### src/rtl/abs_pkg.sv
// Shared constants and result type for the registered absolute-value unit.
// Build option: ABSOLUTE_VALUE_SAT_EN selects MIN_INT saturation (see abs_core).
package abs_pkg;

    localparam int DEFAULT_WIDTH = 16;

    // Most negative operand and largest positive magnitude at the default width.
    localparam logic [DEFAULT_WIDTH-1:0] MIN_INT = {1'b1, {(DEFAULT_WIDTH-1){1'b0}}};
    localparam logic [DEFAULT_WIDTH-1:0] MAX_POS = {1'b0, {(DEFAULT_WIDTH-1){1'b1}}};

    typedef struct packed {
        logic [DEFAULT_WIDTH-1:0] magnitude;
        logic                     neg;
        logic                     ovf;
    } abs_result_t;

endpackage

### src/rtl/abs_core.sv
// Combinational magnitude/sign/overflow for a two's-complement operand.
// ABSOLUTE_VALUE_SAT_EN defined: MIN_INT clamps to MAX_POS; undefined: it wraps.
module abs_core
    import abs_pkg::*;
#(
    parameter int WIDTH = DEFAULT_WIDTH
) (
    input  logic [WIDTH-1:0] in,
    output logic [WIDTH-1:0] magnitude,
    output logic             neg,
    output logic             ovf
);

    localparam logic [WIDTH-1:0] MIN_VAL = {1'b1, {(WIDTH-1){1'b0}}};
`ifdef ABSOLUTE_VALUE_SAT_EN
    localparam logic [WIDTH-1:0] MAX_VAL = {1'b0, {(WIDTH-1){1'b1}}};
`endif

    logic [WIDTH-1:0] negated;

    always_comb begin
        negated   = (~in) + {{(WIDTH-1){1'b0}}, 1'b1};
        neg       = in[WIDTH-1];
        ovf       = (in == MIN_VAL);
        magnitude = neg ? negated : in;
`ifdef ABSOLUTE_VALUE_SAT_EN
        if (ovf) begin
            magnitude = MAX_VAL;
        end
`endif
    end

endmodule

### src/rtl/absolute_value.sv
// Registered signed absolute value: one-cycle latency, one operand per cycle.
// Build option: ABSOLUTE_VALUE_SAT_EN (MIN_INT saturates instead of wrapping).
module absolute_value
    import abs_pkg::*;
#(
    parameter int WIDTH = DEFAULT_WIDTH
) (
    input  logic             clk,
    input  logic             rst,
    input  logic             in_valid,
    input  logic [WIDTH-1:0] in,
    output logic             out_valid,
    output logic [WIDTH-1:0] out,
    output logic             neg,
    output logic             ovf
);

    // Valid semantics: no ready. An edge with in_valid=1 captures the operand and
    // raises out_valid for exactly the next cycle; with in_valid=0 out_valid drops
    // and out/neg/ovf keep the last captured result.
    logic [WIDTH-1:0] core_mag;
    logic             core_neg;
    logic             core_ovf;

    abs_core #(
        .WIDTH(WIDTH)
    ) u_core (
        .in       (in),
        .magnitude(core_mag),
        .neg      (core_neg),
        .ovf      (core_ovf)
    );

    always_ff @(posedge clk) begin
        if (rst) begin
            out_valid <= 1'b0;
            out       <= '0;
            neg       <= 1'b0;
            ovf       <= 1'b0;
        end else begin
            out_valid <= in_valid;
            if (in_valid) begin
                out <= core_mag;
                neg <= core_neg;
                ovf <= core_ovf;
            end
        end
    end

endmodule

### config.mk
export PLATFORM = sky130hd
export DESIGN_NAME = absolute_value
export DESIGN_NICKNAME = d
export VERILOG_FILES = /design/src/rtl/abs_pkg.sv /design/src/rtl/abs_core.sv /design/src/rtl/absolute_value.sv
export SDC_FILE = /design/constraint.sdc
export NUM_CORES = 1
export LEC_CHECK = 0
export ABC_AREA = 1
export ABC_CLOCK_PERIOD_IN_PS = 1750
export BUFFER_PORTS_ARGS = -buffer_cell sky130_fd_sc_hd__clkbuf_2
export CORE_MARGIN = 3
export CORE_UTILIZATION = 45
export CTS_CLUSTER_SIZE = 10
export DETAILED_ROUTE_END_ITERATION = 8
export PLACE_DENSITY = 0.71
export SETUP_SLACK_MARGIN = 0.02
export SLEW_MARGIN = 20
export SYNTH_ARGS = -nofsm -noshare
export SYNTH_HDL_FRONTEND = slang
export SYNTH_SLANG_ARGS = --single-unit
### constraint.sdc
create_clock -name clk -period 1.75 [get_ports clk]
set_input_delay 0.2625 -clock clk [delete_from_list [all_inputs] [get_ports clk]]
set_output_delay 0.2625 -clock clk [all_outputs]
set_load 0.05 [all_outputs]
==> results of run 1 <==
==> Yosys cell counts (all sizes together) <==
cell type  number  share of area
a31oi           2          0.011
nor2           30           0.12
dfxtp          19           0.34
inv            19          0.064
a21oi          15          0.074
nand2          36           0.13
nand3          14          0.072
buf             3          0.018
nor4            1          0.011
xor2            4          0.032
o21ai          18          0.085
nand3b          1         0.0068
clkbuf          3          0.010
ha              1          0.011
and2            1         0.0056
==> power by group <==
| group | total (uW) | switching (uW) | internal, uW |
|---|---|---|---|
| logic | 291 | 213 | 77.5 |
| registers | 473 | 12.1 | 461 |
| clock network | 229 | 144 | 85.0 |
| total | 992 | 369 | 624 |
==> area by class of cell <==
class,count,area [um2],share of cell area
well taps,28,35.0,0.0263
flip-flops and latches,19,380,0.285
inverters,19,71.3,0.0535
clock inverters,1,5.00,0.00376
multi-input cells,123,626,0.469
repair buffers,38,193,0.145
clock buffers,3,22.5,0.0169
==> sequential cells by signal, summed over array words and instances (netlist names) <==
name and cells:
ovf 1, out 16, neg 1, out_valid 1
==> cell usage in the layout, fill, tap and decap left out <==
cell type,Yosys,final
clkbuf_2,0,37
nand2_1,33,33
nor2_1,25,25
dfxtp_1,19,19
o21ai_0,16,16
inv_1,15,15
a21oi_1,13,13
nand3_1,12,12
inv_2,4,4
xor2_1,4,4
nor2_2,3,3
clkbuf_4,0,3
nor2_4,2,2
nand3_2,2,2
nand2_2,2,2
a21oi_2,2,2
a31oi_1,2,2
nand2_4,1,1
o21ai_2,1,1
nor4_2,1,1
nand3b_1,1,1
o21ai_1,1,1
and2_1,1,1
ha_1,1,1
clkinv_2,0,1
buf_4,2,1
==> metrics by stage <==
| step | hold slack [ns] | total power (uW) |
|---|---|---|
| floorplan | 0.332 | 693 |
| global placement | 0.452 | 771 |
| detailed placement | 0.457 | 774 |
| CTS | 0.182 | 1000 |
| global route | 0.181 | 1050 |
| finish | 0.191 | 992 |
==> worst max-delay path by stage <==
stage	from	end	slack [ns]	depth (start not counted)
finish	out[15]$_SDFFE_PP0P_	out[15]	0.55	1
global route	out[13]$_SDFFE_PP0P_	out[13]	0.50	1
CTS	out[15]$_SDFFE_PP0P_	out[15]	0.55	1
detailed placement	in[0]	out[10]$_SDFFE_PP0P_	0.35	10
global placement	in[0]	out[10]$_SDFFE_PP0P_	0.40	10
floorplan	in[0]	out[10]$_SDFFE_PP0P_	0.57	9
==> metal layers <==
metal  vias to the layer above  share of wire  GRT usage
met5                         -              0          0
met4                         0          0.015     0.0625
met3                         4          0.055     0.0325
met2                        41           0.44      0.275
met1                       489           0.49      0.240
li1                        609              -          -
==> logic make-up after synthesis <==
kind of cell	count (synthesis)	share of synthesized area
buf+inv	25	0.0925
xor+xnor	4	0.0316
simple gates	83	0.351
fa+ha+maj	1	0.0113
flops	19	0.343
compound gates	35	0.170
==> flow_metrics.py, run 1 <==
metrics = {
    "final_layout": {
        "final_cells": 231,
        "syn_to_final_growth_pct": 20.2,
        "finish.utilization": 0.585,
        "nFillCells": 217,
        "antenna_cells": 0,
        "num-nets-final": 224,
        "stdcell_area_um2": 1330,
        "drive_above_1_share": 0.296,
    },
    "critical_path": {
        "reg2reg_from": "out[8]$_SDFFE_PP0P_",
        "critPathTopFamily": "flip-flops",
        "cp_slowest_cell": "dfxtp_1",
        "reg2reg_slack_ns": 1.09,
        "critical_path.startpoint_type": "flop",
        "worst_ep_required_time_ns": 1.49,
        "worstPathArrival_ns": 0.93,
        "crit_chain": "clkbuf_2",
        "slowest_delay_ns": 0.35,
        "reg2reg_depth": 2,
        "cp-end-kind": "output port",
        "path_class": "reg2out",
        "critPathBufInv": 1,
        "r2r-end": "out[8]$_SDFFE_PP0P_",
        "critPathMaxFanout": 2,
    },
    "clock_network": {
        "cts_tree": "yes",
        "clk_latency_ns": 0.29,
        "cts-htree-levels": 1,
        "cts.sinks": 19,
        "post_cts_resize_count": 0,
        "path_clk_slew_ns": 0.11,
        "cts_buffers": 3,
        "cts-root-buf": "clkbuf_4",
        "hold_buffers": 0,
        "clock_path_buffers": 2,
        "cts_setup_buffers": 0,
    },
    "synthesis": {
        "syn_area_per_cell_um2": 6.64,
        "syn_area_um2": 1110,
        "synthCells": 167,
        "syn-num-nets": 187,
        "synth_seq_cells": 19,
        "ys_seq_area_frac": 0.343,
        "synth_warnings": 0,
        "synth_cell_type_count": 25,
    },
    "power": {
        "powerDensity_nw_per_um2": 745,
        "power_leakage_uw": 0.000678,
        "peakVddDrop_v": 0.000374,
    },
    "sta": {
        "setup_viol": 0,
        "min_period_ns": 1.20,
        "rsz0062_at_grt": "no",
        "slew-limit-headroom": 0.741,
        "timing_hold_violations_final": 0,
        "fin_crit_sh": 0.683,
        "layout_setup_ws_ns": 0.555,
        "fin_skew_ns": 0,
        "tns_ns": 0,
        "clock.fmax_mhz": 837,
        "tightest_slew_ns": 0.389,
        "drv_slew": 0,
    },
    "placed_design": {
        "dp_slack_ns": 0.346,
        "place_area_um2": 1310,
        "hpwl_mm": 2.01,
        "place.gp.congestion": 0.901,
        "portBuffers": 37,
        "place_inst": 227,
    },
    "floorplan": {
        "row_count": 17,
        "ios": 38,
        "fp.dieW_um": 55.6,
        "die_area_um2": 3100,
        "coreArea_um2": 2280,
        "die_h_um": 55.6,
        "start_util": 0.487,
    },
    "detailed_routing": {
        "wl_per_cell_um": 11.3,
        "via_per_inst": 4.95,
        "antenna_left": 0,
        "routed_wl_mm": 2.60,
        "drt-initial-drc-count": 24,
        "vias": 1143,
        "drtPass1Iterations": 4,
        "drc": 0,
    },
    "global_route": {
        "first_global_vias": 1060,
        "grt_pass1_wl_mm": 4.47,
        "grt_max_degree": 21,
        "grt_usage": 0.176,
        "antenna_found_initial": 0,
        "grt-ovfl-total": 0,
    },
    "run": {
        "drv_cap": 0,
    },
    "min_path": {
        "timing.hold.worst.start": "rst",
        "worstHoldPathType": "in2reg",
        "holdPathEnd": "neg$_SDFFE_PP0P_",
        "min_path_cells": 2,
    },
    "run_status": {
        "status": "completed",
    },
}
Power figures use the tool's default switching activity.
==> inputs of run 2 (changes only) <==
--- a/config.mk
+++ b/config.mk
@@ -5,14 +5,14 @@
 export SDC_FILE = /design/constraint.sdc
 export NUM_CORES = 1
 export LEC_CHECK = 0
-export ABC_AREA = 1
-export ABC_CLOCK_PERIOD_IN_PS = 1750
+export ABC_AREA = 0
+export ABC_CLOCK_PERIOD_IN_PS = 1100
 export BUFFER_PORTS_ARGS = -buffer_cell sky130_fd_sc_hd__clkbuf_2
 export CORE_MARGIN = 3
 export CORE_UTILIZATION = 45
 export CTS_CLUSTER_SIZE = 10
 export DETAILED_ROUTE_END_ITERATION = 8
-export PLACE_DENSITY = 0.71
+export PLACE_DENSITY = 0.72
 export SETUP_SLACK_MARGIN = 0.02
 export SLEW_MARGIN = 20
 export SYNTH_ARGS = -nofsm -noshare
==> constraint.sdc (replaced) <==
create_clock -name clk -period 1.1 [get_ports clk]
set_input_delay 0.165 -clock clk [delete_from_list [all_inputs] [get_ports clk]]
set_output_delay 0.165 -clock clk [all_outputs]
set_load 0.05 [all_outputs]
==> run 2 against run 1 <==
Effect of this change: the flow now finishes with violations (negative setup slack); sequential share of layout area fell by 5.2 points; largest cell class unchanged; synthesized area fell by 8.2%; utilization rose by 21 points; first-iteration DRC count fell by 42%; combinational power rose by 110%.
==> flow_metrics.py, run 2 <==
metrics = {
    "synthesis": {
        "synthCells": 117,
        "yosysMostFrequentCell": "nor2_1",
        "synth_largest_area_cell": "dfxtp_1",
        "synth-edff-count": 0,
        "syn-num-nets": 137,
        "syn_area_per_cell_um2": 8.69,
        "ys_seq_area_frac": 0.374,
        "syn_area_um2": 1020,
        "ys.flop_type": "dfxtp_1",
        "netlist_top_cells_count": "nor2_1 (21), dfxtp_1 (19), a211oi_1 (12)",
        "synth_warnings": 0,
        "synth_seq_cells": 19,
        "ys_top_cells_by_area": "dfxtp_1 (37%), a211oi_1 (8.9%), xor2_1 (8.6%)",
        "synth_cell_type_count": 29,
        "synth_top_area_share": 0.374,
        "ys_async_sr_fraction": 0,
    },
    "global_route": {
        "grt-ovfl-total": 0,
        "grt_max_degree": 22,
        "grt_usage": 0.206,
        "first_global_vias": 979,
        "grt_pass1_wl_mm": 4.35,
        "antenna_found_initial": 0,
    },
    "detailed_routing": {
        "drt-initial-drc-count": 14,
        "drtPass1Iterations": 4,
        "drc": 0,
        "wl_per_cell_um": 15.2,
        "vias": 1116,
        "routed_wl_mm": 3.05,
        "antenna_left": 0,
        "via_per_inst": 5.55,
    },
    "critical_path": {
        "worstPathArrival_ns": 1.53,
        "cp_slowest_cell": "or4_4",
        "path_class": "in2reg",
        "worst_ep_required_time_ns": 1.32,
        "critPathMaxFanout": 4,
        "crit_chain": "clkbuf_2, or4_4, o41ai_4, xor2_1, a211oi_1",
        "reg2reg_depth": 3,
        "reg2reg_slack_ns": 0.14,
        "critPathTopFamily": "simple AND/OR/NAND/NOR gates",
        "critPathBufInv": 1,
        "reg2reg_from": "out[13]$_SDFFE_PP0P_",
        "r2r-end": "out[13]$_SDFFE_PP0P_",
        "critical_path.startpoint_type": "primary input",
        "slowest_delay_ns": 0.59,
        "cp-end-kind": "flop",
    },
    "sta": {
        "fin_crit_sh": 1.19,
        "slew-limit-headroom": 0.799,
        "tightest_slew_ns": 0.299,
        "rsz0062_at_grt": "yes",
        "drv_slew": 0,
        "timing_hold_violations_final": 0,
        "fin_skew_ns": 0,
        "layout_setup_ws_ns": -0.207,
        "setup_viol": 10,
        "clock.fmax_mhz": 765,
        "min_period_ns": 1.31,
    },
    "placed_design": {
        "hpwl_mm": 1.94,
        "place.gp.congestion": 0.823,
        "dp_slack_ns": -0.568,
        "portBuffers": 37,
    },
    "final_layout": {
        "mostFrequentLayoutCells": "buf_4 (30), dfxtp_1 (19), nor2_1 (18), clkbuf_2 (15), clkbuf_4 (11)",
        "antenna_cells": 0,
        "drive_above_1_share": 0.500,
        "syn_to_final_growth_pct": 60.3,
        "final_common_cell": "buf_4",
        "finish.utilization": 0.798,
        "nFillCells": 144,
        "largest_reg_flops": 16,
        "regMostFlops": "out",
        "num-nets-final": 195,
    },
    "min_path": {
        "timing.hold.worst.start": "in[0]",
        "holdPathEnd": "out[0]$_SDFFE_PP0P_",
        "worstHoldPathType": "in2reg",
        "min_path_cells": 3,
    },
    "clock_network": {
        "cts-htree-levels": 1,
        "clk_latency_ns": 0.30,
        "cts-root-buf": "clkbuf_4",
        "cts.sinks": 19,
        "hold_buffers": 0,
        "clock_path_buffers": 2,
        "cts_buffers": 3,
        "cts_tree": "yes",
        "path_clk_slew_ns": 0.11,
    },
    "power": {
        "pwr-share-seq": 0.440,
        "internal_power_uw": 1100,
        "power_switching_uw": 624,
        "clkPwrFrac": 0.212,
        "switching_share": 0.361,
        "power.share.combinational": 0.348,
        "power_leakage_uw": 0.000723,
        "powerDensity_nw_per_um2": 1060,
        "peakVddDrop_v": 0.000951,
    },
    "run_status": {
        "violations": "negative setup slack",
        "status": "finished with violations",
    },
    "floorplan": {
        "ios": 38,
        "fp.dieW_um": 53.5,
        "start_util": 0.498,
        "coreArea_um2": 2040,
        "die_area_um2": 2870,
        "die_h_um": 53.5,
        "row_count": 16,
    },
    "run": {
        "drv_cap": 0,
    },
}
## run 2: cell count changes in the layout (fill, tap and decap cells not counted), moves of 6 or more
cell / previous run / this run
o21ai_0: 16 / 0
xor2_1: 4 / 10
nand2_1: 33 / 2
clkbuf_2: 37 / 15
nand3_1: 12 / 2
nor2_1: 25 / 18
a211oi_1: 0 / 10
buf_4: 1 / 30
inv_1: 15 / 3
clkbuf_4: 3 / 11
a21oi_1: 13 / 4
## run 2: through the flow
stage	hold slack (ns)	cell area (um2)	std cells	setup TNS (ns)	power, uW
6_report	0.186	1630	201	-1.21	1730
3_5_place_dp	0.481	1370	191	-5.89	1270
3_3_place_gp	0.460	1370	191	-5.31	1260
2_1_floorplan	0.312	1040	117	-3.22	1100
4_1_cts	0.171	1500	196	-1.73	1680
5_1_grt	0.194	1630	201	-1.71	1800
## run 2: worst register-to-register path, cell delays in order, from the launching register on
cell	delay, ns
dfxtp_1	0.34
nor2_1	0.04
or3_1	0.35
nor3_1	0.16
## run 2: what timing repair did
item | in CTS | in global routing
gates cloned | 1 | 0
resized for setup | 30 | 37
setup buffers | 0 | 6
pin swaps | 8 | 18
setup endpoints to repair | 30 | 24
## run 2: logic make-up after synthesis
family	after synthesis	share of synthesized area
simple gates	46	0.237
compound gates	27	0.214
flops	19	0.374
xor+xnor	11	0.0947
buf+inv	11	0.0480
mux	2	0.0197
fa+ha+maj	1	0.0123
## run 2: worst max-delay path by stage
stage	slack, ns	start	cells after the start	endpoint
2_1_floorplan	-0.41	in[4]	5	out[12]$_SDFFE_PP0P_
3_3_place_gp	-0.52	in[4]	5	out[10]$_SDFFE_PP0P_
3_5_place_dp	-0.57	in[4]	5	out[10]$_SDFFE_PP0P_
4_1_cts	-0.20	in[3]	5	out[9]$_SDFFE_PP0P_
5_1_grt	-0.29	in[2]	5	out[9]$_SDFFE_PP0P_
6_report	-0.21	in[7]	5	out[12]$_SDFFE_PP0P_
## run 2: area by class of cell
cell class | instances | area [um2] | share of cell area
Sequential cell | 19 | 380 | 0.233
Timing Repair Buffer | 60 | 454 | 0.279
Multi-Input combinational cell | 88 | 723 | 0.444
Clock buffer | 3 | 22.5 | 0.0138
Inverter | 3 | 11.3 | 0.00691
Clock inverter | 1 | 5.00 | 0.00307
Tap cell | 27 | 33.8 | 0.0207
## run 2: power by group through the flow
stage	combinational (uW)	clock [uW]	sequential, uW
floorplan	160	0	936
global placement	490	0	771
detailed placement	499	0	774
CTS	547	377	759
global route	635	396	765
finish	601	366	760
## run 2: routing by layer
metal | wire (um) | vias to the layer above | track usage | share of wire
met2 | 1500 | 37 | 0.341 | 0.49
met5 | 0 | - | 0 | 0
met1 | 1350 | 537 | 0.261 | 0.44
met4 | 43 | 0 | 0.0851 | 0.014
met3 | 148 | 4 | 0.0388 | 0.049
li1 | - | 538 | - | -
==> inputs of run 3 (changes only) <==
--- a/config.mk
+++ b/config.mk
@@ -6,13 +6,13 @@
 export NUM_CORES = 1
 export LEC_CHECK = 0
 export ABC_AREA = 0
-export ABC_CLOCK_PERIOD_IN_PS = 1100
-export BUFFER_PORTS_ARGS = -buffer_cell sky130_fd_sc_hd__clkbuf_2
+export ABC_CLOCK_PERIOD_IN_PS = 1700
 export CORE_MARGIN = 3
 export CORE_UTILIZATION = 45
 export CTS_CLUSTER_SIZE = 10
 export DETAILED_ROUTE_END_ITERATION = 8
-export PLACE_DENSITY = 0.72
+export DONT_BUFFER_PORTS = 1
+export PLACE_DENSITY = 0.58
 export SETUP_SLACK_MARGIN = 0.02
 export SLEW_MARGIN = 20
 export SYNTH_ARGS = -nofsm -noshare
==> constraint.sdc (replaced) <==
create_clock -name clk -period 1.7 [get_ports clk]
set_input_delay 0.255 -clock clk [delete_from_list [all_inputs] [get_ports clk]]
set_output_delay 0.255 -clock clk [all_outputs]
set_load 0.05 [all_outputs]
==> run 3 against run 2 <==
Effect of this change: utilization is 25 points lower; die area stayed put; the flow now finishes without violations; largest power group unchanged; final area is 32% lower; sequential cell count stayed put; global-route usage is 3.5 points lower; highest routed layer unchanged; largest cell class unchanged.
==> flow_metrics.py, run 3 (synthesized netlist as in run 2, its figures left out) <==
metrics = {
    "critical_path": {
        "critical_path.startpoint_type": "primary input",
        "reg2reg_slack_ns": 0.61,
        "reg2reg_from": "out[3]$_SDFFE_PP0P_",
        "critPathMaxFanout": 9,
        "worstSetupStartpoint": "in[4]",
        "worst_ep_required_time_ns": 1.91,
        "path_class": "in2reg",
        "cp-end-kind": "flop",
        "worstPathArrival_ns": 1.62,
    },
    "global_route": {
        "grt_max_degree": 38,
        "grt-ovfl-total": 0,
        "first_global_vias": 756,
        "grt_usage": 0.170,
        "grt_pass1_wl_mm": 3.61,
        "antenna_found_initial": 0,
    },
    "detailed_routing": {
        "drc": 0,
        "antenna_left": 0,
        "drt-initial-drc-count": 14,
        "drtPass1Iterations": 4,
        "vias": 843,
        "routed_wl_mm": 2.34,
        "dr_wl_met3_um": 190,
        "wirelength_met1_mm": 1.09,
        "wl_per_cell_um": 15.7,
        "route.met2.wl_mm": 1.05,
        "top_layer": "met4",
        "via_per_inst": 5.66,
    },
    "final_layout": {
        "syn_to_final_growth_pct": 9.59,
        "nFillCells": 212,
        "regMostFlops": "out",
        "drive_above_1_share": 0.0984,
        "num-nets-final": 143,
        "final_common_cell": "nor2_1",
        "antenna_cells": 0,
        "stdcell_area_um2": 1110,
        "largest_reg_flops": 16,
        "mostFrequentLayoutCells": "nor2_1 (21), dfxtp_1 (19), a211oi_1 (12), xor2_1 (10), buf_4 (6)",
    },
    "power": {
        "power_switching_uw": 304,
        "peakVddDrop_v": 0.000411,
        "switching_share": 0.326,
        "power_leakage_uw": 0.000429,
        "clkPwrFrac": 0.241,
        "power.share.combinational": 0.137,
        "pwr-share-seq": 0.622,
        "powerDensity_nw_per_um2": 836,
        "internal_power_uw": 628,
    },
    "floorplan": {
        "fp.dieW_um": 53.5,
        "ios": 38,
        "die_h_um": 53.5,
        "coreArea_um2": 2040,
        "start_util": 0.498,
        "row_count": 16,
        "die_area_um2": 2870,
    },
    "sta": {
        "layout_setup_ws_ns": 0.290,
        "drv_slew": 0,
        "setup_viol": 0,
        "rsz0062_at_grt": "no",
        "tightest_slew_ns": 0.528,
        "min_period_ns": 1.41,
        "fin_crit_sh": 0.829,
        "fin_skew_ns": 0,
        "clock.fmax_mhz": 709,
        "slew-limit-headroom": 0.647,
        "timing_hold_violations_final": 0,
    },
    "clock_network": {
        "cts_setup_buffers": 0,
        "cts-root-buf": "clkbuf_4",
        "hold_buffers": 0,
        "cts.sinks": 19,
        "post_cts_resize_count": 0,
        "clk_latency_ns": 0.28,
        "cts-htree-levels": 1,
        "cts_tree": "yes",
        "path_clk_slew_ns": 0.11,
        "cts_buffers": 3,
        "clock_path_buffers": 2,
    },
    "min_path": {
        "worstHoldPathType": "in2reg",
        "timing.hold.worst.start": "rst",
    },
    "placed_design": {
        "portBuffers": 0,
        "hpwl_mm": 1.58,
        "place_area_um2": 1060,
        "dp_slack_ns": -0.00482,
        "place.gp.congestion": 0.698,
    },
    "run_status": {
        "status": "completed",
    },
    "run": {
        "drv_cap": 0,
    },
}
-- run 3: per-stage QoR --
stage               utilization  hold slack [ns]  TNS [ns]  std cells  total power, uW
floorplan                     -            0.402         0        117              705
global placement          0.518            0.328         0        142              706
detailed placement        0.518            0.329  -0.00765        142              709
CTS                       0.531          0.00860         0        146              935
global route              0.546         0.000796         0        149              983
finish                    0.546           0.0216         0        149              932
-- run 3: area by class of cell --
type | count | area, um2 | share of cell area
clock buffers | 4 | 26.3 | 0.0236
multi-input cells | 87 | 588 | 0.527
flip-flops and latches | 19 | 380 | 0.341
inverters | 3 | 11.3 | 0.0101
repair buffers | 9 | 75.1 | 0.0673
well taps | 27 | 33.8 | 0.0303
-- run 3: layer usage --
layer  global-route usage  vias to the layer above
met2                0.247                       30
met3               0.0609                        2
li1                     -                      430
met5                    0                        -
met4               0.0383                        0
met1                0.240                      381
-- run 3: final timing paths --
kind / to / cells past startpoint
setup / recovery: out[8]$_SDFFE_PP0P_ / 5
hold reg to reg: out[12]$_SDFFE_PP0P_ / 2
hold / removal: out_valid$_SDFF_PP0_ / 1
setup reg to reg: out[3]$_SDFFE_PP0P_ / 2
-- run 3: critical path, stage by stage --
cell and delay, ns:
or4_1 0.50, buf_4 0.19, o31ai_1 0.31, xor2_1 0.11, a211oi_1 0.25
-- run 3: power groups by stage --
stage	clock, uW	sequential (uW)	combinational, uW
2_1_floorplan	0	605	100
3_3_place_gp	0	590	116
3_5_place_dp	0	591	118
4_1_cts	235	581	119
5_1_grt	256	584	143
6_report	224	580	128
